==> src/rtl/soc_run_controller.sv <==
// Run-control sequencer for the core: reset pulse, cycle budget, trap watch,
// optional re-run after a trap, and a registered final status.
module soc_run_controller #(
  parameter int RST_CYCLES     = 2,
  parameter int TIMEOUT_CYCLES = 1000,
  parameter int CNT_W          = 32,
  parameter int AUTO_START     = 1,
  parameter int MAX_RETRIES    = 0
) (
  input  logic             clk,
  input  logic             resetn,
  input  logic             start,
  input  logic             abort,
  input  logic             trap,
  output logic             core_resetn,
  output logic             running,
  output logic             done,
  output logic [1:0]       status,
  output logic [CNT_W-1:0] cycle_count,
  output logic [7:0]       retry_count
);
  localparam int              HW        = (RST_CYCLES > 1) ? $clog2(RST_CYCLES) : 1;
  localparam logic [HW-1:0]   HOLD_LAST = HW'(RST_CYCLES - 1);
  localparam logic [CNT_W-1:0] RUN_LAST = CNT_W'(TIMEOUT_CYCLES - 1);
  // One above the retry limit so the "retries left" test never compares against zero.
  localparam logic [8:0]      RETRY_LIM = 9'(MAX_RETRIES + 1);

  localparam logic [1:0] ST_NONE  = 2'b00;
  localparam logic [1:0] ST_TRAP  = 2'b01;
  localparam logic [1:0] ST_TMO   = 2'b10;
  localparam logic [1:0] ST_ABORT = 2'b11;

  if (RST_CYCLES < 1) begin : g_bad_rst
    $error("RST_CYCLES must be >= 1");
  end
  if (TIMEOUT_CYCLES < 1 || (CNT_W < 31 && TIMEOUT_CYCLES >= (1 << CNT_W))) begin : g_bad_tmo
    $error("TIMEOUT_CYCLES must be >= 1 and < 2**CNT_W");
  end
  if (MAX_RETRIES < 0 || MAX_RETRIES > 255) begin : g_bad_retry
    $error("MAX_RETRIES must be in 0..255");
  end

  typedef enum logic [1:0] {IDLE, HOLD, RUN, DONE} state_t;

  state_t           state, state_nxt;
  logic [HW-1:0]    hold_cnt, hold_nxt;
  logic [CNT_W-1:0] cyc_nxt;
  logic [7:0]       retry_nxt;
  logic [1:0]       status_nxt;

  always_comb begin
    state_nxt  = state;
    hold_nxt   = hold_cnt;
    cyc_nxt    = cycle_count;
    retry_nxt  = retry_count;
    status_nxt = status;
    case (state)
      IDLE: begin
        if (AUTO_START != 0 || start) begin
          state_nxt  = HOLD;
          hold_nxt   = '0;
          cyc_nxt    = '0;
          retry_nxt  = '0;
          status_nxt = ST_NONE;
        end
      end
      HOLD: begin
        if (abort) begin
          state_nxt  = DONE;
          status_nxt = ST_ABORT;
        end else if (hold_cnt == HOLD_LAST) begin
          state_nxt = RUN;
          cyc_nxt   = '0;
        end else begin
          hold_nxt = hold_cnt + 1'b1;
        end
      end
      RUN: begin
        if (abort) begin
          state_nxt  = DONE;
          status_nxt = ST_ABORT;
        end else if (trap) begin
          if (({1'b0, retry_count} + 9'd1) < RETRY_LIM) begin
            state_nxt = HOLD;
            retry_nxt = retry_count + 8'd1;
            hold_nxt  = '0;
            cyc_nxt   = '0;
          end else begin
            state_nxt  = DONE;
            status_nxt = ST_TRAP;
          end
        end else if (cycle_count == RUN_LAST) begin
          state_nxt  = DONE;
          status_nxt = ST_TMO;
        end else begin
          cyc_nxt = cycle_count + 1'b1;
        end
      end
      DONE: begin
        if (start) begin
          state_nxt  = HOLD;
          hold_nxt   = '0;
          cyc_nxt    = '0;
          retry_nxt  = '0;
          status_nxt = ST_NONE;
        end
      end
      default: state_nxt = IDLE;
    endcase
  end

  // Flags are registered from the next state so they line up with the state register.
  always_ff @(posedge clk or negedge resetn) begin
    if (!resetn) begin
      state       <= IDLE;
      hold_cnt    <= '0;
      cycle_count <= '0;
      retry_count <= '0;
      status      <= ST_NONE;
      core_resetn <= 1'b0;
      running     <= 1'b0;
      done        <= 1'b0;
    end else begin
      state       <= state_nxt;
      hold_cnt    <= hold_nxt;
      cycle_count <= cyc_nxt;
      retry_count <= retry_nxt;
      status      <= status_nxt;
      core_resetn <= (state_nxt == RUN);
      running     <= (state_nxt == RUN);
      done        <= (state_nxt == DONE);
    end
  end
endmodule

==> config.mk <==
export PLATFORM = sky130hd
export DESIGN_NAME = soc_run_controller
export DESIGN_NICKNAME = d
export VERILOG_FILES = /design/src/rtl/soc_run_controller.sv
export SDC_FILE = /design/constraint.sdc
export NUM_CORES = 1
export LEC_CHECK = 0
export CAP_MARGIN = 20
export CORE_ASPECT_RATIO = 1.1
export CORE_MARGIN = 3
export CORE_UTILIZATION = 52
export DETAILED_ROUTE_END_ITERATION = 12
export PLACE_DENSITY = 0.81
export REMOVE_ABC_BUFFERS = 1
export SLEW_MARGIN = 10
export SYNTH_ARGS = -nofsm -noshare
export SYNTH_HDL_FRONTEND = slang
export SYNTH_SLANG_ARGS = --single-unit
==> constraint.sdc <==
create_clock -name clk -period 3.5 [get_ports clk]
set_input_delay 0.7 -clock clk [delete_from_list [all_inputs] [get_ports clk]]
set_output_delay 0.7 -clock clk [all_outputs]
set_load 0.01 [all_outputs]
==> results.sh <==
export IMPL_yosysMostFrequentCell="dfrtp_1"
export IMPL_drv_slew=0
export IMPL_ys_ff_latch=47
export IMPL_worstPathArrival_ps=3120
export IMPL_ys_seq_area_frac=0.4478
export IMPL_dr_total_vias=2398
export IMPL_crit_type="reg -> reg"
export IMPL_leakagePower_nw=1.322
export IMPL_numCtsBuffers=5
export IMPL_antenna_found_initial=0
export IMPL_syn_to_final_growth_pct=25.25
export IMPL_layout_setup_ws_ps=615.2
export IMPL_fillers=376
export IMPL_cts_num_sinks=47
export IMPL_fp_dieH_um=80.54
export IMPL_cts_max_path_buffers=2
export IMPL_initial_core_util=0.5530
export IMPL_grtUsageTotal=0.2191
export IMPL_setup_worst_path_start_class="register"
export IMPL_core_area_mm2=0.004750
export IMPL_power_density_mw_per_mm2=487.9
export IMPL_ctsRootBufferMaster="clkbuf_8"
export IMPL_grt_pass1_wl_um=10270
export IMPL_synth_commonest_cells="47 x dfrtp_1, 25 x o21ai_1, 23 x a21oi_1"
export IMPL_wl_um=6093
export IMPL_routedWlPerCell_um=15.50
export IMPL_drive_gt1_frac=0.04451
export IMPL_yosysUniqueCellTypes=48
export IMPL_clkLatencyLatePin_ps=300
export IMPL_worst_hold_path_type="in -> async"
export IMPL_status="complete, no violations"
export IMPL_yosys_area_top_type="dfrtp_1"
export IMPL_post_route_period_util=0.8242
export IMPL_port_buffers=49
export IMPL_drc_errors=0
export IMPL_timing_rr_start="retry_count[0]"
export IMPL_cts_tree="done"
export IMPL_crit_slowest_cell="or4b_4"
export IMPL_rsz0062_at_grt="false"
export IMPL_crit_buf_inv=0
export IMPL_max_freq_ghz=0.3466
export IMPL_place_congestion=0.8724
export IMPL_grt_pass1_vias=2222
export IMPL_syn_inst=286
export IMPL_total_power_mw=1.605
export IMPL_hold_buffers=0
export IMPL_die_area_mm2=0.005940
export IMPL_clk_pin_slew_ps=90
export IMPL_rows=26
export IMPL_avgSynthCellArea_um2=9.183
export IMPL_setup_viol=0
export IMPL_place_inst=384
export IMPL_dp_hpwl_um=4201
export IMPL_synth_top_cell_area_share=0.4478
export IMPL_cts_resized=0
export IMPL_cap_viol_max_count=0
export IMPL_ys_warn_count=0
export IMPL_grt_ovfl_total=0
export IMPL_synth_area_leaders="dfrtp_1 45%, o21ai_1 4.8%, or3_1 4.8%"
export IMPL_io_pins=50
export IMPL_synth_main_ff_cell="dfrtp_1"
export IMPL_period_needed_ps=2885
export IMPL_final_antenna_net_count=0
export IMPL_pre_cts_ws_ps=508.1
export IMPL_drtPass1Iterations=4
export IMPL_worst_slew_margin_rel=0.4678
export IMPL_postCtsSetupBuffers=0
export IMPL_utilization=0.6926
export IMPL_clock_skew_ps=8.847
export IMPL_synth_area_mm2=0.002626
export IMPL_finalSetupTns_ps=0
export IMPL_hold_violations=0
export IMPL_final_nets=348
export IMPL_drt_iter0_drc=140
export IMPL_vdd_drop_max_uv=235.6
export IMPL_grt_max_degree=48
export IMPL_die_w_um=73.76
export IMPL_crit_chain="ha_1 > and3b_1 > o21ai_1 > a211o_1 > o311ai_4 > or4b_4 > or3_1 > a21oi_1"
export IMPL_synth_edf_count=0
export IMPL_via_per_inst=6.102
export IMPL_cpPeakStageDelay_ps=650
export IMPL_h_tree_depth=2
export IMPL_crit_start="retry_count[0]"
export IMPL_synthArstFlopShare=1.000
export IMPL_critPathRequiredTime_ps=3730
export IMPL_critPathTopFamily="simple AND/OR/NAND/NOR gates"
export IMPL_final_cells=393
export IMPL_worstMarginPinSlew_ps=798.3
export IMPL_n_antenna_cell=0
export IMPL_critical_path_peak_fanout=23
export IMPL_critPathCaptureType="register"
==> layer usage <==
metal / GRT usage / part of all wire
met1: 0.2807 / 0.47
met2: 0.3715 / 0.49
met3: 0.04005 / 0.037
met4: 0.06522 / 0.011
met5: 0 / 0
==> final timing paths <==
| kind | end | slack [ps] | cells after the start |
|---|---|---|---|
| worst min-delay path | retry_count[3] | 300 | 1 |
| max in group asynchronous | cycle_count[5] | 2700 | 2 |
| min in group clk | status[1] | 490 | 1 |
| worst max register to register | cycle_count[18] | 620 | 8 |
| worst min register to register | status[1] | 490 | 1 |
| worst max-delay path | cycle_count[18] | 620 | 8 |
==> layout by cell type (no fill, tap or decap), types with 2 or more instances in the layout <==
cell type / count
clkbuf_8: 6
xnor2_1: 2
xor2_1: 2
nor2_1: 12
o31a_1: 2
nor2b_1: 6
nand3_1: 13
o31ai_1: 2
or3_1: 20
nand2_1: 19
and3_1: 6
dfrtp_1: 47
clkdlybuf4s50_1: 48
buf_4: 2
or4_1: 4
ha_1: 7
and4_1: 5
a21oi_1: 23
o21ai_0: 8
nand2b_1: 2
and2_1: 15
o211ai_1: 4
o2111ai_1: 2
o21a_1: 2
inv_1: 13
nor4_1: 7
nand4_1: 9
o21ai_1: 25
==> final cells by class <==
type | instances | area [um2] | share of cell area
flip-flops and latches | 47 | 1176 | 0.3576
clock buffers | 6 | 82.58 | 0.02510
clock inverters | 2 | 35.03 | 0.01065
multi-input cells | 217 | 1356 | 0.4123
well taps | 56 | 70.07 | 0.02130
repair buffers | 52 | 520.5 | 0.1582
inverters | 13 | 48.80 | 0.01483
==> stage by stage <==
step | area, um2 | hold WS [ps]
5_1_grt | 3289 | 305.2
2_1_floorplan | 2581 | 404.4
3_5_place_dp | 3152 | 483.4
3_3_place_gp | 3152 | 469.9
4_1_cts | 3269 | 501.9
6_report | 3289 | 298.0
==> where the power goes <==
group | switching, mW | total [mW] | internal [mW]
logic | 0.348 | 0.562 | 0.214
registers | 0.0400 | 0.629 | 0.589
clock network | 0.182 | 0.413 | 0.231
==> cells by family (layout without fill, tap and decap cells) <==
logic type	count (synthesis)	in the layout	synth area share
muxes	2	2	0.008099
AOI/OAI and AO/OA	79	79	0.1834
adders and majority gates	7	7	0.03335
DFF	47	47	0.4478
xor gates and xnor gates	4	4	0.01334
buffers and inverters	22	73	0.03574
and+or+nand+nor	125	125	0.2782
==> sequential cells by signal, indices dropped and copies added (netlist names) <==
| name | flops |
|---|---|
| done | 1 |
| status | 2 |
| cycle_count | 32 |
| state | 2 |
| hold_cnt | 1 |
| retry_count | 8 |
| running | 1 |
==> worst register-to-register path, stage by stage (launching register included) <==
cell      delay (ps)
dfrtp_1          440
ha_1             240
and3b_1          170
o21ai_1           70
a211o_1          350
o311ai_4         370
or4b_4           650
or3_1            390
a21oi_1          140
No activity file was read; power rests on OpenSTA's default activity.
